### src/rtl/uart_pkg.sv
// uart_pkg: shared parity constants, transmitter state type and baud divisor helper.
package uart_pkg;

    localparam int PARITY_NONE = 0;
    localparam int PARITY_EVEN = 1;
    localparam int PARITY_ODD  = 2;

    typedef enum logic [2:0] {IDLE, START, DATA, PARITY, STOP} uart_state_e;

    // Returns clock cycles per line bit, or 0 when the divisor is unusable (< 2).
    function automatic int ticks_per_bit(input int clk_hz, input int baud);
        return (baud > 0 && clk_hz / baud >= 2) ? clk_hz / baud : 0;
    endfunction

endpackage

### src/rtl/uart_fifo.sv
// uart_fifo: single-clock circular FIFO with wrap-bit pointers and first-word fall-through read.
//   clk_i, rst_ni      clock, asynchronous active-low reset
//   push_i, data_i     write strobe and word (ignored while full)
//   pop_i, data_o      read strobe (ignored while empty) and head word
//   full_o, empty_o    status
//   count_o            words held
module uart_fifo #(
    parameter int Width = 8,
    parameter int Depth = 16
) (
    input  logic                   clk_i,
    input  logic                   rst_ni,
    input  logic                   push_i,
    input  logic [Width-1:0]       data_i,
    input  logic                   pop_i,
    output logic [Width-1:0]       data_o,
    output logic                   full_o,
    output logic                   empty_o,
    output logic [$clog2(Depth):0] count_o
);
    localparam int AW = $clog2(Depth);

    if (Depth < 2 || (Depth & (Depth - 1)) != 0) begin : g_bad_depth
        $error("uart_fifo: Depth must be a power of two >= 2");
    end

    logic [AW:0]      wptr_q, wptr_d, rptr_q, rptr_d;
    logic [Width-1:0] mem_q [Depth];
    logic             do_push, do_pop;

    assign full_o  = (wptr_q[AW] != rptr_q[AW]) && (wptr_q[AW-1:0] == rptr_q[AW-1:0]);
    assign empty_o = wptr_q == rptr_q;
    assign count_o = wptr_q - rptr_q;
    assign data_o  = mem_q[rptr_q[AW-1:0]];
    assign do_push = push_i && !full_o;
    assign do_pop  = pop_i && !empty_o;
    assign wptr_d  = do_push ? wptr_q + (AW+1)'(1) : wptr_q;
    assign rptr_d  = do_pop ? rptr_q + (AW+1)'(1) : rptr_q;

    always_ff @(posedge clk_i or negedge rst_ni) begin
        if (!rst_ni) begin
            wptr_q <= '0;
            rptr_q <= '0;
        end else begin
            wptr_q <= wptr_d;
            rptr_q <= rptr_d;
        end
    end

    always_ff @(posedge clk_i) begin
        if (do_push) mem_q[wptr_q[AW-1:0]] <= data_i;
    end

endmodule

### src/rtl/uart_tx_fifo.sv
// uart_tx_fifo: buffered UART transmitter with configurable data width, parity and stop bits.
//   CLK, RST           clock, asynchronous active-low reset
//   i_valid, i_data    write strobe and word, accepted when o_ready
//   o_ready            FIFO not full
//   o_tx               serial line, idle high
//   o_busy             frame on the line
//   o_count            words queued, excluding the frame in flight
module uart_tx_fifo
    import uart_pkg::*;
#(
    parameter int ClockFrequency = 50_000_000,
    parameter int BaudRate       = 115200,
    parameter int DataBits       = 8,
    parameter int ParityMode     = 0,
    parameter int StopBits       = 1,
    parameter int FifoDepth      = 16
) (
    input  logic                       CLK,
    input  logic                       RST,
    input  logic                       i_valid,
    input  logic [DataBits-1:0]        i_data,
    output logic                       o_ready,
    output logic                       o_tx,
    output logic                       o_busy,
    output logic [$clog2(FifoDepth):0] o_count
);
    localparam int Ticks = ticks_per_bit(ClockFrequency, BaudRate);
    localparam int TW    = $clog2(Ticks);
    localparam int BW    = $clog2(DataBits + 1);
    localparam logic [TW-1:0] TickLast = TW'(Ticks - 1);
    localparam logic [BW-1:0] DataLast = BW'(DataBits - 1);
    localparam logic [BW-1:0] StopLast = BW'(StopBits - 1);

    if (Ticks < 2 || DataBits < 5 || DataBits > 9 || ParityMode < PARITY_NONE ||
        ParityMode > PARITY_ODD || StopBits < 1 || StopBits > 2) begin : g_bad_cfg
        $error("uart_tx_fifo: illegal parameter set");
    end

    uart_state_e         state_q, state_d;
    logic [TW-1:0]       tick_q, tick_d;
    logic [BW-1:0]       bit_q, bit_d;
    logic [DataBits-1:0] shift_q, shift_d, fifo_data;
    logic                par_q, par_d, tx_q, tx_d, busy_q, busy_d;
    logic                pop, full, empty, tick_wrap;

    uart_fifo #(.Width(DataBits), .Depth(FifoDepth)) u_fifo (
        .clk_i  (CLK),
        .rst_ni (RST),
        .push_i (i_valid),
        .data_i (i_data),
        .pop_i  (pop),
        .data_o (fifo_data),
        .full_o (full),
        .empty_o(empty),
        .count_o(o_count)
    );

    assign o_ready   = !full;
    assign o_tx      = tx_q;
    assign o_busy    = busy_q;
    assign tick_wrap = tick_q == TickLast;

    always_comb begin
        state_d = state_q;
        shift_d = shift_q;
        par_d   = par_q;
        pop     = 1'b0;
        case (state_q)
            IDLE:   pop = !empty;
            START:  if (tick_wrap) state_d = DATA;
            DATA: begin
                if (tick_wrap) begin
                    shift_d = shift_q >> 1;
                    if (bit_q == DataLast) state_d = (ParityMode != PARITY_NONE) ? PARITY : STOP;
                end
            end
            PARITY: if (tick_wrap) state_d = STOP;
            STOP: begin
                if (tick_wrap && bit_q == StopLast) begin
                    pop     = !empty;
                    state_d = IDLE;
                end
            end
            default: state_d = IDLE;
        endcase
        // A pop from IDLE or from the last stop cycle starts the next frame immediately.
        if (pop) begin
            state_d = START;
            shift_d = fifo_data;
            par_d   = (^fifo_data) ^ (ParityMode == PARITY_ODD);
        end
        tick_d = (state_q == IDLE || tick_wrap) ? '0 : tick_q + TW'(1);
        bit_d  = (state_d != state_q) ? '0 : tick_wrap ? bit_q + BW'(1) : bit_q;
        // Line level is registered from the next state so each bit holds exactly Ticks cycles.
        tx_d   = (state_d == START) ? 1'b0 :
                 (state_d == DATA) ? shift_d[0] :
                 (state_d == PARITY) ? par_d : 1'b1;
        busy_d = state_d != IDLE;
    end

    always_ff @(posedge CLK or negedge RST) begin
        if (!RST) begin
            state_q <= IDLE;
            tick_q  <= '0;
            bit_q   <= '0;
            shift_q <= '0;
            par_q   <= 1'b0;
            tx_q    <= 1'b1;
            busy_q  <= 1'b0;
        end else begin
            state_q <= state_d;
            tick_q  <= tick_d;
            bit_q   <= bit_d;
            shift_q <= shift_d;
            par_q   <= par_d;
            tx_q    <= tx_d;
            busy_q  <= busy_d;
        end
    end

endmodule

### config.mk
export PLATFORM = sky130hd
export DESIGN_NAME = uart_tx_fifo
export DESIGN_NICKNAME = d
export VERILOG_FILES = /design/src/rtl/uart_pkg.sv /design/src/rtl/uart_fifo.sv /design/src/rtl/uart_tx_fifo.sv
export SDC_FILE = /design/constraint.sdc
export NUM_CORES = 1
export LEC_CHECK = 0
export ABC_AREA = 1
export BUFFER_PORTS_ARGS = -buffer_cell sky130_fd_sc_hd__clkbuf_2
export CAP_MARGIN = 0
export CELL_PAD_IN_SITES_DETAIL_PLACEMENT = 0
export CELL_PAD_IN_SITES_GLOBAL_PLACEMENT = 2
export CORE_MARGIN = 3
export CORE_UTILIZATION = 40
export DETAILED_ROUTE_END_ITERATION = 8
export HOLD_SLACK_MARGIN = 0.15
export PLACE_DENSITY_LB_ADDON = 0.1
export SLEW_MARGIN = 40
export SYNTH_ARGS = -nofsm -noshare
export SYNTH_HDL_FRONTEND = slang
export SYNTH_SLANG_ARGS = --single-unit
### constraint.sdc
create_clock -name CLK -period 3.1 [get_ports CLK]
set_clock_uncertainty 0.1 [all_clocks]
set_input_delay 0.155 -clock CLK [delete_from_list [all_inputs] [get_ports CLK]]
set_output_delay 0.155 -clock CLK [all_outputs]
set_load 0.02 [all_outputs]
# Word-level counts from Yosys, hierarchy flattened
# Memories as Yosys holds them, arrays and structs flattened.
# Cells that the tools add are included.
# classes
n_reduce_logical	15
add_sub_neg	5
eq_ne	13
muxes	21
# ops
cell	count
2-to-1 mux 8 bit	3
2-to-1 mux 3 bit	6
case mux 3 bit (5 select lines)	1
== test 3 x 2 -> 1 bit, second input constant	4
adder 5 x 1 -> 5 bit, second input constant	2
adder 9 x 1 -> 9 bit, second input constant	1
== test 9 bit, second input constant	1
2-to-1 mux 9 bit	1
2-to-1 mux 4 bit	2
XOR reduction 8 bit	1
2-to-1 mux 1 bit	7
== test 3 x 1 -> 1 bit, second input constant	2
nonzero test 2 bit	3
== test 5 bit	1
subtractor 5 bit	1
adder 4 x 1 -> 4 bit, second input constant	1
== test 4 x 3 -> 1 bit, second input constant	1
== test 4 bit	1
logical AND 1 bit	4
zero test 4 bit	1
== test 3 bit, second input constant	1
zero test 3 bit	1
!= test 3 bit	1
nonzero test 3 bit	1
other kinds (5)	6
# totals
n_memories	1
output_inout_bits	8
ramBits	128
register_bits	37
# mem_list
memory	depth	word_bits	read_ports	rd_clocked_by_memory_dff	wr	line	rtl
u_fifo.mem_q	16	8	1	0	1	uart_fifo.sv:28	logic [Width-1:0] mem_q [Depth];

# Longest topological paths before layout
# Gate-level depths: netlist of run 1.
# logic_depth
word_depth	9
depth_mapped	20
mapped_depth_nobuf	18

# Cells and area by module
# A second synthesis of run 1 with hierarchy kept.
# hier_totals
cells_unflattened	874
area_unflattened_um2	8018.9
# by_module_without_submodules
module	cells_per_inst	area_per_inst_um2	n_inst
uart_fifo	657	6398.6	1
uart_tx_fifo	217	1620.3	1

# Worst setup path before layout of run 1
# Ideal clock, no wire load.
# synth_path
kind	reg-to-reg
from	reg u_fifo.rptr_q[3]
to	mem u_fifo.mem_q[15][0], enable pin
synth_period_minus_slack_ns	2.692
arrival_time_ns	2.218
setup_time_ns	0.375
n_path_buf	1
slack_ns	0.408
path_stages_with_launch	11
required_time_ns	2.625
path_cell_list	dfrtp_1 -> inv_1 -> buf_1 -> ha_1 -> nand2_1 -> nor3_1 -> nand2_1 -> nand2_1 -> inv_1 -> nand2_1 -> nor2_1
# synth_via
elab_chain_len	6
# synth_lines
item	line	rtl
start, declared	uart_fifo.sv:27	logic [AW:0] wptr_q, wptr_d, rptr_q, rptr_d;
start signal, assigned	uart_fifo.sv:46	rptr_q <= rptr_d;
== test 4 bit	uart_fifo.sv:31	assign full_o = (wptr_q[AW] != rptr_q[AW]) && (wptr_q[AW-1:0] == rptr_q[AW-1:0]);
logical AND 1 bit	uart_fifo.sv:31	
zero test 1 bit	--	
named net o_ready	uart_tx_fifo.sv:22	output logic o_ready,
logical AND 1 bit	uart_fifo.sv:35	assign do_push = push_i && !full_o;
2-to-1 mux 1 bit	uart_fifo.sv:51	if (do_push) mem_q[wptr_q[AW-1:0]] <= data_i;
2-to-1 mux 1 bit (implied by the code)	uart_fifo.sv:51	
end, declared	uart_fifo.sv:28	
# The timed path passes the listed nets, and every way through them passes these cells.

# Final worst setup path of run 1
# layout_path
from	reg u_fifo.rptr_q[0]
to	reg tx_q (netlist: o_tx)
# layout_via
elab_chain_len	9
word_cells_on_any_way	15
classes_between	eq/ne (4); mux (8); reduce/logical (2); memory (1)
# layout_lines
item	line	rtl
== test 5 bit	uart_fifo.sv:32	assign empty_o = wptr_q == rptr_q;
zero test 1 bit	uart_tx_fifo.sv:69, uart_tx_fifo.sv:80	
2-to-1 mux 1 bit	uart_tx_fifo.sv:79	if (tick_wrap && bit_q == StopLast) begin
case mux 1 bit (2 select lines)	uart_tx_fifo.sv:68	case (state_q)
2-to-1 mux 3 bit	uart_tx_fifo.sv:87	if (pop) begin
== test 3 x 2 -> 1 bit	uart_tx_fifo.sv:97	(state_d == PARITY) ? par_d : 1'b1;
2-to-1 mux 1 bit	uart_tx_fifo.sv:97	
2-to-1 mux 1 bit	uart_tx_fifo.sv:96	(state_d == DATA) ? shift_d[0] :
2-to-1 mux 1 bit *	uart_tx_fifo.sv:95	tx_d = (state_d == START) ? 1'b0 :
named net tx_d	uart_tx_fifo.sv:43	logic par_q, par_d, tx_q, tx_d, busy_q, busy_d;
end signal, assigned	uart_tx_fifo.sv:116	tx_q <= tx_d;
end, declared	uart_tx_fifo.sv:43	
# Mark *: on every way through the listed nets, which the timed path passes. The rest lies on a longest branch.
# A chain may end at the register's enable or synchronous reset.

==> out/summary.txt, run 1 <==
===============================================================================================
Die outline width                                                                        145 µm
Buffer and inverter count on the worst path                                                   3
Number of warning messages in the yosys log                                                   0
Arrival time at the worst endpoint                                                      2.98 ns
Measured slew at the worst slew-check pin                                              0.827 ns
Startpoint class of the critical path                                                  register
Detailed-route wire length                                                              18.6 mm
Total negative setup slack                                                                 0 ns
Largest driver fanout on the critical path                                                   43
Clock tree from TritonCTS                                                                   yes
Number of setup violations in the final report                                                0
Post-detailed-route DRC marker count                                                          0
Number of top-level design ports                                                             19
DR vias/cell                                                                               4.74
P per Cell Area                                                                      631 mW/mm²
Global-route total usage across every layer                                               0.183
CP max stage cell                                                                  sky130_fd_sc_hd__buf_6
Final-stage net count                                                                       883
Effective utilization at floorplan                                                        0.411
Number of DRC violations after detailed-routing iteration 0                                 420
Period Utilization, post-route                                                            0.879
Buffers added on ports                                                                       18
Post-Place Cells                                                                           1092
Area share of the largest cell type after synthesis                                       0.495
Worst hold slack after final layout                                                    0.153 ns
Fraction of layout cells with a size suffix above 1                                      0.0930
Cell mode on critical path                                                         sky130_fd_sc_hd__nand2_1
Floorplan die area                                                                   0.0211 mm²
Clock tree sinks                                                                            165
Leak Pwr                                                                             0.00389 µW
Most common cell after layout, fill and taps aside                                 sky130_fd_sc_hd__nand2_1
Hold/Removal Path Class                                                               in -> reg
DP Wirelength                                                                           12.5 mm
Class of the most critical setup path                                                reg -> reg
Final-report max-slew violation count                                                         0
Number of diodes added for antenna fixing                                                     0
Wire length of the first global-routing pass                                            29.6 mm
Highest-count cells in the layout ignoring fill and taps                           sky130_fd_sc_hd__nand2_1 (261), sky130_fd_sc_hd__edfxtp_1 (128), sky130_fd_sc_hd__inv_1 (126)
Clock input transition at the sequential cells of the worst setup and hold paths        0.08 ns
Number of vias in the routed layout                                                        5359
Run status                                                                         complete, no violations
Synthesized netlist net count                                                               853
Top area cells in the synthesized netlist                                          sky130_fd_sc_hd__edfxtp_1 (50%), sky130_fd_sc_hd__nand2_1 (13%), sky130_fd_sc_hd__dfrtp_1 (12%)
Max_cap viols                                                                                 0
Setup repair after global routing missed its margin                                       false
Worst setup EP type                                                                    register
Routability congestion estimate from global placement                                     0.789
Synth-to-layout area growth                                                               13.1%
CTS H-Tree Depth                                                                              4
Number of buffers inserted during clock tree synthesis                                       17
Pin count of the biggest net entering global routing                                         60
Tmin final                                                                              2.72 ns
Routed len/inst                                                                         16.5 µm
Deepest clock path buffer count                                                               2
Count of endpoints failing hold in the final timing report                                    0
Worst rel slew slack                                                                      0.446
Worst Path Required                                                                     3.36 ns
Synthesized netlist cell count                                                              828
FMAX                                                                                    367 MHz
Number of synthesized register bits                                                         165
Vertical extent of the die                                                               145 µm
Vias in the first global route                                                             5157
Worst vdd ir                                                                         0.000382 V
Rows                                                                                         50
Final Non-Filler Cells                                                                     1131
Post-route ant nets                                                                           0
Post-synthesis cell type count                                                               35
Share of synthesized area occupied by flip-flops and latches                              0.615
Core Footprint                                                                       0.0189 mm²
GRT Residual Overflow                                                                         0
Worst skew pair latency                                                                 0.43 ns
Largest stage delay, worst path                                                         0.38 ns
First drt pass iteration count                                                                5
Syn_area_per_cell                                                                      9.37 µm²
Combined area of all synthesized cells                                              0.00776 mm²
Dominant cell type by area after synthesis                                         sky130_fd_sc_hd__edfxtp_1
Initial antenna violation count                                                               0
Ordered list of cells on the worst path                                            buf_4 > buf_6 > o21ai_0 > o21ai_0 > nand2_1 > nand2_1 > inv_1 > nand2_1 > nand2_1 > nand2_1 > nand2_1 > nand2_1 > nand2_1 > nand3_1 > nand3_1 > nand2_1
Worst path top cell family by delay                                                simple AND/OR/NAND/NOR gates
Clock root buffer master                                                           sky130_fd_sc_hd__clkbuf_16
===============================================================================================
-- final timing paths --
| path | startpoint | endpoint | slack [ns] | cells after the start |
|---|---|---|---|---|
| min reg2reg | u_fifo.wptr_q[4] | u_fifo.wptr_q[4] | 0.39 | 1 |
| min in group asynchronous | RST | tick_q[4] | 0.18 | 2 |
| max in group asynchronous | RST | u_fifo.rptr_q[0] | 2.31 | 2 |
| min | i_data[4] | u_fifo.mem_q[14][4] | 0.15 | 1 |
| max reg2reg | u_fifo.rptr_q[0] | o_tx | 0.38 | 16 |
| max | u_fifo.rptr_q[0] | o_tx | 0.38 | 16 |
-- routing by layer --
metal,vias up,routed length (µm),track usage
li1,2698,-,-
met1,2533,8610,0.257
met2,120,9010,0.300
met3,8,844,0.0347
met4,0,155,0.0356
met5,-,0,0
-- area by class of cell --
type | count | area (µm²)
tap | 260 | 325
clock inverter | 14 | 151
multi-input combinational | 505 | 2340
clock buffer | 18 | 429
timing repair buffer | 37 | 256
inverter | 132 | 500
fill | 1779 | 10100
sequential | 165 | 4770
-- cells by family after synthesis --
family,share of synthesized area
buffers and inverters,0.0863
XOR/XNOR,0.0169
AND/OR/NAND/NOR,0.229
adder cells (fa/ha/maj),0.0235
AO/OA/AOI/OAI,0.0289
flip-flops,0.615
-- flip-flops by register name (all words and copies together) (netlist names) --
signal	count
u_fifo.mem_q	128
bit_q	4
o_tx	1
state_q	3
tick_q	9
shift_q	8
par_q	1
u_fifo.wptr_q	5
u_fifo.rptr_q	5
o_busy	1
-- worst register-to-register path: cells and delay by family (launching register included) --
family,cells,cell delay (ns)
AO/OA/AOI/OAI,2,0.41
flip-flops,1,0.37
AND/OR/NAND/NOR,11,0.97
buffers and inverters,3,0.79
-- synthesized netlist by cell type --
cell / number
sky130_fd_sc_hd__and2_1: 1
sky130_fd_sc_hd__nor2_2: 2
sky130_fd_sc_hd__xnor2_1: 4
sky130_fd_sc_hd__buf_4: 8
sky130_fd_sc_hd__buf_1: 1
sky130_fd_sc_hd__nand4_1: 6
sky130_fd_sc_hd__ha_1: 13
sky130_fd_sc_hd__nor3_1: 7
sky130_fd_sc_hd__nor4_1: 2
sky130_fd_sc_hd__a221oi_1: 3
sky130_fd_sc_hd__inv_2: 2
sky130_fd_sc_hd__o21ai_1: 10
sky130_fd_sc_hd__o21ai_0: 15
sky130_fd_sc_hd__buf_2: 12
sky130_fd_sc_hd__dfrtp_1: 36
sky130_fd_sc_hd__inv_1: 126
sky130_fd_sc_hd__buf_6: 2
sky130_fd_sc_hd__clkinv_1: 3
sky130_fd_sc_hd__and3_1: 1
sky130_fd_sc_hd__nor3b_1: 3
sky130_fd_sc_hd__clkbuf_1: 2
sky130_fd_sc_hd__or2_2: 2
sky130_fd_sc_hd__nand3_1: 64
sky130_fd_sc_hd__fa_1: 1
sky130_fd_sc_hd__a21oi_1: 7
sky130_fd_sc_hd__xor2_1: 11
sky130_fd_sc_hd__nor2_1: 84
sky130_fd_sc_hd__a31oi_1: 4
sky130_fd_sc_hd__nor3_2: 2
sky130_fd_sc_hd__buf_8: 1
sky130_fd_sc_hd__edfxtp_1: 128
sky130_fd_sc_hd__nand2_1: 261
sky130_fd_sc_hd__o22ai_1: 2
sky130_fd_sc_hd__inv_6: 1
sky130_fd_sc_hd__dfstp_2: 1
-- timing repair --
item,in CTS,in global routing
buffers inserted,0,0
hold buffers,7,0
resized for setup,0,1
setup endpoints to repair,0,2
endpoints found under the hold margin,88,0
-- power breakdown --
part | leakage (µW) | internal [µW] | switching, µW
logic | 0.00199 | 244 | 582
clock network | 0.000283 | 1080 | 971
registers | 0.00161 | 2590 | 67.7
total | 0.00389 | 3920 | 1620
-- metrics by stage --
| step | setup WS, ns | utilization | total power [µW] | instance area, µm² |
|---|---|---|---|---|
| floorplan | 0.408 | - | 3210 | 7760 |
| global placement | 0.223 | 0.429 | 3520 | 8100 |
| detailed placement | 0.224 | 0.429 | 3530 | 8100 |
| CTS | 0.211 | 0.463 | 5590 | 8750 |
| global route | 0.0591 | 0.465 | 5790 | 8780 |
| finish | 0.375 | 0.465 | 5540 | 8780 |
No activity file was read; power rests on OpenSTA's default activity.
==> inputs of run 2 (changes only) <==
==> constraint.sdc (replaced) <==
create_clock -name CLK -period 3.07 [get_ports CLK]
set_clock_uncertainty 0.1 [all_clocks]
set_input_delay 0.1535 -clock CLK [delete_from_list [all_inputs] [get_ports CLK]]
set_output_delay 0.1535 -clock CLK [all_outputs]
set_load 0.02 [all_outputs]
==> out/summary.txt, run 2 (synthesized netlist as in run 1, its figures left out) <==
===============================================================================================
Run status                                                                         complete, no violations
Clock input transition at the sequential cells of the worst setup and hold paths        0.07 ns   about the same
Flip-flop count of the largest register, all copies and words added                         128   unchanged
Final-report max-slew violation count                                                         0   unchanged
Clock root buffer master                                                           sky130_fd_sc_hd__clkbuf_16
Buffers added on ports                                                                       18   unchanged
Power spent charging and discharging nets                                               1650 µW   +1.5%
Clock tree sinks                                                                            165   unchanged
First drt pass iteration count                                                                5   unchanged
Worst vdd ir                                                                         0.000388 V   +1.6%
Fraction of layout cells with a size suffix above 1                                      0.0917   -0.00125
Max_cap viols                                                                                 0   unchanged
Number of DRC violations after detailed-routing iteration 0                                 368   -12%
DP Wirelength                                                                           12.4 mm   -0.54%
P per Cell Area                                                                      637 mW/mm²   +0.97%
Clock tree from TritonCTS                                                                   yes
Arrival time at the worst endpoint                                                      2.99 ns   about the same
PnR worst setup slack                                                                  0.338 ns   -0.0371 ns
Initial antenna violation count                                                               0   unchanged
Final-stage net count                                                                       884   +0.11%
Worst setup EP type                                                                    register
Setup repair after global routing missed its margin                                       false
Post-route ant nets                                                                           0   unchanged
Wire length of the first global-routing pass                                            30.2 mm   +2.0%
Period Utilization, post-route                                                            0.890   +0.0109
Worst Path Required                                                                     3.33 ns   -0.03 ns
CP max stage cell                                                                  sky130_fd_sc_hd__buf_6
Routability congestion estimate from global placement                                     0.771   -2.2%
Dpl ws                                                                                 0.206 ns   -0.0188 ns
Ordered list of cells on the worst path                                            buf_4 > buf_6 > nand2_1 > nand3_1 > nand2_1 > nand2_1 > nand2_1 > inv_1 > nand2_1 > nand2_1 > clkinv_1 > nor2_1 > nand2_1 > nand2_1 > nand2_1 > nand3_1 > nand3_1 > nand2_1
Share of the core filled with cells                                                       0.465   +0.000530
Cell mode on critical path                                                         sky130_fd_sc_hd__nand2_1
Int Pwr                                                                                 3950 µW   +0.90%
Beginning of the worst register-to-register path                                   u_fifo.rptr_q[0]
Global-route total usage across every layer                                               0.187   +0.00380
Most common cell after layout, fill and taps aside                                 sky130_fd_sc_hd__nand2_1
Die outline width                                                                        145 µm   unchanged
Class of the most critical setup path                                                reg -> reg
Rows                                                                                         50   unchanged
Startpoint class of the critical path                                                  register
Layout filler cell count                                                                   1811   +1.8%
Post-DP Area                                                                        0.00810 mm²   unchanged
FMAX                                                                                    366 MHz   -0.26%
Switching share of power                                                                  0.294   +0.00127
Synth-to-layout area growth                                                               13.2%
Setup Fix Bufs, Post-CTS                                                                      0   unchanged
Worst skew pair latency                                                                 0.43 ns   about the same
Largest stage delay, worst path                                                         0.39 ns   about the same
Final Non-Filler Cells                                                                     1132   +0.088%
Number of vias in the routed layout                                                        5274   -1.6%
Number of diodes added for antenna fixing                                                     0   unchanged
Detailed-route wire length                                                              18.8 mm   +1.1%
Tmin final                                                                              2.73 ns   +0.00706 ns
CTS H-Tree Depth                                                                              4   unchanged
Vertical extent of the die                                                               145 µm   unchanged
Design area                                                                         0.00879 mm²   +0.11%
Number of top-level design ports                                                             19   unchanged
Floorplan die area                                                                   0.0211 mm²   unchanged
Post-detailed-route DRC marker count                                                          0   unchanged
Reg power frac                                                                            0.480   about the same
Largest driver fanout on the critical path                                                   44   +2.3%
Number of buffers inserted during clock tree synthesis                                       17   unchanged
DR vias/cell                                                                               4.66   -1.7%
Worst rel slew slack                                                                      0.469   +0.0230
Launch point of the critical path                                                  u_fifo.rptr_q[0]
Effective utilization at floorplan                                                        0.411   unchanged
Highest-count cells in the layout ignoring fill and taps                           sky130_fd_sc_hd__nand2_1 (261), sky130_fd_sc_hd__edfxtp_1 (128), sky130_fd_sc_hd__inv_1 (126)
Measured slew at the worst slew-check pin                                              0.793 ns   -0.0343 ns
Deepest clock path buffer count                                                               2   unchanged
Vias in the first global route                                                             5267   +2.1%
Portion of total power attributed to combinational logic                                  0.149   about the same
Pin count of the biggest net entering global routing                                         60   unchanged
Sequential cell area                                                                0.00477 mm²   unchanged
Hold/Removal Path Class                                                             in -> async
Routed len/inst                                                                         16.6 µm   +1.0%
Total negative setup slack                                                                 0 ns   unchanged
Leak Pwr                                                                             0.00389 µW   about the same
Combined area of the multi-input logic cells                                        0.00234 mm²   -0.11%
Clock network fraction of total power                                                     0.371   about the same
Core Footprint                                                                       0.0189 mm²   unchanged
Post-Place Cells                                                                           1092   unchanged
Count of endpoints failing hold in the final timing report                                    0   unchanged
GRT Residual Overflow                                                                         0   unchanged
Number of setup violations in the final report                                                0   unchanged
===============================================================================================
-- run 2: changes by cell type in the layout (fill, tap and decap cells not counted), sizes merged --
cell | previous run | this run
clkinv | 7 | 8
dlygate4sd3 | 7 | 8
inv | 138 | 137
-- run 2: worst paths after layout --
| path | to | slack, ns | cells after the start |
|---|---|---|---|
| worst max-delay path | o_tx | 0.34 | 18 |
| worst min-delay path | tick_q[5] | 0.17 | 2 |
| worst max register to register | o_tx | 0.34 | 18 |
| worst min register to register | shift_q[3] | 0.40 | 2 |
| max in group asynchronous | u_fifo.rptr_q[0] | 2.30 | 2 |
| min in group CLK | u_fifo.mem_q[3][7] | 0.18 | 1 |
-- run 2: power by group through the flow --
| stage | Sequential (µW) | Clock [µW] | Combinational, µW |
|---|---|---|---|
| 3_3_place_gp | 2730 | 0 | 822 |
| 5_1_grt | 2700 | 2230 | 935 |
| 2_1_floorplan | 2710 | 0 | 523 |
| 3_5_place_dp | 2730 | 0 | 828 |
| 6_report | 2680 | 2080 | 834 |
| 4_1_cts | 2690 | 2130 | 838 |
-- run 2: metrics by stage --
| step | hold slack (ns) | power [µW] |
|---|---|---|
| floorplan | -0.242 | 3240 |
| global placement | 0.253 | 3550 |
| detailed placement | 0.103 | 3560 |
| CTS | 0.167 | 5650 |
| global route | 0.168 | 5860 |
| finish | 0.170 | 5600 |
-- run 2: layer usage --
layer	routed length, µm	vias to the layer above	GRT usage
li1	-	2702	-
met1	8810	2476	0.263
met2	9140	91	0.303
met3	768	5	0.0397
met4	104	0	0.0342
met5	0	-	0
-- run 2: final cells by class --
class / instances / area share
Clock buffer: 18 / 0.0488
Clock inverter: 14 / 0.0175
Inverter: 132 / 0.0570
Multi-Input combinational cell: 505 / 0.266
Sequential cell: 165 / 0.543
Tap cell: 260 / 0.0370
Timing Repair Buffer: 38 / 0.0303
-- run 2: worst max-delay path, delay by kind of cell (launching register included) --
family | cells | cell delay [ns]
buffers and inverters | 4 | 0.90
DFF | 1 | 0.37
and+or+nand+nor | 14 | 1.28
-- run 2: what timing repair did --
item,in CTS,in global routing
setup endpoints to repair,0,2
hold buffers,8,0
endpoints found under the hold margin,106,0
resized for setup,0,1
==> inputs of run 3 (changes only) <==
--- a/config.mk
+++ b/config.mk
@@ -5,7 +5,6 @@
 export SDC_FILE = /design/constraint.sdc
 export NUM_CORES = 1
 export LEC_CHECK = 0
-export ABC_AREA = 1
 export BUFFER_PORTS_ARGS = -buffer_cell sky130_fd_sc_hd__clkbuf_2
 export CAP_MARGIN = 0
 export CELL_PAD_IN_SITES_DETAIL_PLACEMENT = 0
==> out/summary.txt, run 3 <==
===============================================================================================
Count of endpoints failing hold in the final timing report                                    0   unchanged
Switching share of power                                                                  0.275   -0.0190
Post-detailed-route DRC marker count                                                          0   unchanged
Number of setup violations in the final report                                                0   unchanged
DP Wirelength                                                                           9.42 mm   -24%
Portion of total power attributed to combinational logic                                  0.152   +0.003
Largest driver fanout on the critical path                                                   35   -20%
Final-stage net count                                                                       498   -44%
Top-count cell post-synth                                                          sky130_fd_sc_hd__edfxtp_1
Run status                                                                         complete, no violations
Post-route ant nets                                                                           0   unchanged
Routed len/inst                                                                         20.6 µm   +24%
Synth-to-layout area growth                                                               15.9%
Setup slack, reg-to-reg                                                                 0.49 ns   +0.15 ns
Top FF cell, synth                                                                 sky130_fd_sc_hd__edfxtp_1
Final Non-Filler Cells                                                                      706   -38%
Synthesized netlist net count                                                               447   -48%
Global-route total usage across every layer                                               0.167   -0.0199
Final-report max-slew violation count                                                         0   unchanged
Power spent charging and discharging nets                                               1510 µW   -8.4%
Fraction of registers with async set/reset                                                0.224   unchanged
Number of DRC violations after detailed-routing iteration 0                                 197   -46%
Pin count of the biggest net entering global routing                                         38   -37%
Floorplan die area                                                                   0.0189 mm²   -11%
GRT Residual Overflow                                                                         0   unchanged
Clock network fraction of total power                                                     0.357   -0.014
R2R depth                                                                                     8   -10
Vertical extent of the die                                                               137 µm   -5.4%
Routability congestion estimate from global placement                                     0.762   -1.2%
FMAX                                                                                    375 MHz   +2.5%
CTS H-Tree Depth                                                                              4   unchanged
Clock input transition at the sequential cells of the worst setup and hold paths        0.06 ns   about the same
Share of the core filled with cells                                                       0.477   +0.0122
Syn_area_per_cell                                                                      16.4 µm²   +75%
Post-synthesis cell type count                                                               42   +20%
Measured slew at the worst slew-check pin                                              0.709 ns   -0.0842 ns
P per Cell Area                                                                      685 mW/mm²   +7.6%
Initial antenna violation count                                                               0   unchanged
Arrival time at the worst endpoint                                                      2.41 ns   -0.58 ns
Highest-count cells in the layout ignoring fill and taps                           sky130_fd_sc_hd__edfxtp_1 (128), sky130_fd_sc_hd__nor2_1 (37), sky130_fd_sc_hd__dfrtp_1 (35)
Post-CTS resize count                                                                         0   unchanged
CP max stage cell                                                                  sky130_fd_sc_hd__buf_4
Post-Place Cells                                                                            664   -39%
Hold/Removal Path Class                                                             in -> async
Core Footprint                                                                       0.0168 mm²   -11%
Max_cap viols                                                                                 0   unchanged
Number of warning messages in the yosys log                                                   0   unchanged
Number of buffers inserted during clock tree synthesis                                       17   unchanged
Detailed-route wire length                                                              14.6 mm   -23%
Worst vdd ir                                                                         0.000538 V   +39%
Period Utilization, post-route                                                            0.868   -0.0213
Beginning of the worst register-to-register path                                   u_fifo.rptr_q[1]
Die outline width                                                                        137 µm   -5.4%
Flip-flop count of the largest register, all copies and words added                         128   unchanged
Clock root buffer master                                                           sky130_fd_sc_hd__clkbuf_16
Post-layout total power                                                                 5480 µW   -2.0%
Rows                                                                                         47   -6.0%
Class of the most critical setup path                                                reg -> out
Clock tree from TritonCTS                                                                   yes
Worst rel slew slack                                                                      0.527   +0.0571
Number of synthesized register bits                                                         165   unchanged
Effective utilization at floorplan                                                        0.412   +0.00128
First drt pass iteration count                                                                4   -1
Number of vias in the routed layout                                                        3689   -30%
Int Pwr                                                                                 3970 µW   +0.59%
Leak Pwr                                                                             0.00291 µW   -25%
Number of diodes added for antenna fixing                                                     0   unchanged
Tmin final                                                                              2.67 ns   -0.0655 ns
Top area cells in the synthesized netlist                                          sky130_fd_sc_hd__edfxtp_1 (56%), sky130_fd_sc_hd__dfrtp_1 (13%), sky130_fd_sc_hd__mux4_2 (10%)
Number of enable-type register cells in the synthesized netlist                             128   unchanged
Worst setup EP type                                                                primary output
Combined area of all synthesized cells                                              0.00690 mm²   -11%
Most instantiated cells after synthesis                                            sky130_fd_sc_hd__edfxtp_1 (128), sky130_fd_sc_hd__nor2_1 (37), sky130_fd_sc_hd__dfrtp_1 (36)
Synthesized netlist cell count                                                              422   -49%
Vias in the first global route                                                             3807   -28%
Ordered list of cells on the worst path                                            buf_4 > fa_1 > inv_1 > a21o_1 > a21oi_1 > xor2_1 > clkbuf_2
Deepest clock path buffer count                                                               2   unchanged
Startpoint class of the critical path                                                  register
Most common cell after layout, fill and taps aside                                 sky130_fd_sc_hd__edfxtp_1
Number of top-level design ports                                                             19   unchanged
Share of synthesized area occupied by flip-flops and latches                              0.691   +0.0761
Worst skew pair latency                                                                 0.42 ns   about the same
Dominant cell type by area after synthesis                                         sky130_fd_sc_hd__edfxtp_1
Setup repair after global routing missed its margin                                       false
Area share of the largest cell type after synthesis                                       0.557   +0.0613
Clock tree sinks                                                                            165   unchanged
Largest stage delay, worst path                                                         0.49 ns   +0.10 ns
Total negative setup slack                                                                 0 ns   unchanged
DR vias/cell                                                                               5.23   +12%
Layout filler cell count                                                                   1462   -19%
Worst Path Required                                                                     2.82 ns   -0.51 ns
Buffers added on ports                                                                       18   unchanged
Fraction of layout cells with a size suffix above 1                                       0.226   +0.135
Capturing point of the worst reg2reg path                                                 par_q
Reg power frac                                                                            0.491   +0.011
Wire length of the first global-routing pass                                            22.5 mm   -25%
===============================================================================================
-- run 3: repair_timing --
item / CTS / global route
hold endpoints to repair: 168 / 0
hold buffers: 10 / 0
setup buffers: 0 / 0
endpoints found under the setup margin: 0 / 0
-- run 3: metal layers --
layer	track usage	vias to the layer above	part of all wire	wire, µm
li1	-	1698	-	-
met1	0.221	1912	0.45	6540
met2	0.274	66	0.51	7390
met3	0.0391	13	0.031	459
met4	0.0521	0	0.013	187
met5	0	-	0	0
-- run 3: worst max-delay path by stage --
stage / start / end
after floorplan: u_fifo.rptr_q[1] / u_fifo.mem_q[4][0]
after detailed placement: u_fifo.rptr_q[0] / par_q
final: u_fifo.rptr_q[1] / o_count[4]
after global placement: u_fifo.rptr_q[1] / par_q
after CTS: u_fifo.rptr_q[1] / o_count[4]
after global routing: u_fifo.rptr_q[1] / o_count[4]
-- run 3: power groups by stage --
stage / combinational [µW] / sequential (µW) / clock (µW)
2_1_floorplan: 540 / 2700 / 0
3_3_place_gp: 839 / 2730 / 0
3_5_place_dp: 842 / 2740 / 0
4_1_cts: 854 / 2690 / 2010
5_1_grt: 927 / 2710 / 2090
6_report: 833 / 2690 / 1960
-- run 3: cell type report --
type,count,area [µm²],area share
repair buffers,51,378,0.0472
inverters,18,67.6,0.00845
multi-input cells,220,1960,0.245
flip-flops and latches,165,4770,0.597
well taps,220,275,0.0344
clock buffers,17,425,0.0532
clock inverters,15,120,0.0150
-- run 3: worst max-delay path: cells and delay by family, from the launching register on --
family / cells / cell delay [ns]
compound gates: 2 / 0.33
xor+xnor: 1 / 0.20
fa+ha+maj: 1 / 0.34
buf+inv: 3 / 0.75
flops: 1 / 0.36
-- run 3: kinds of logic (layout without fill, tap and decap cells) --
family / count (synthesis) / in the layout / share of synthesized area
xor+xnor: 29 / 29 / 0.0368
flops: 165 / 165 / 0.691
simple gates: 96 / 96 / 0.0649
mux: 40 / 40 / 0.116
compound gates: 41 / 41 / 0.0395
buf+inv: 37 / 101 / 0.0254
fa+ha+maj: 14 / 14 / 0.0265
-- run 3: per-stage QoR --
stage	setup slack [ns]	hold WS, ns	cell area, µm²
after floorplan	-0.0826	-0.242	6900
after global placement	0.478	0.269	7350
after detailed placement	0.503	0.0957	7350
after CTS	0.332	0.176	8000
after global routing	0.243	0.224	8000
final	0.404	0.167	8000
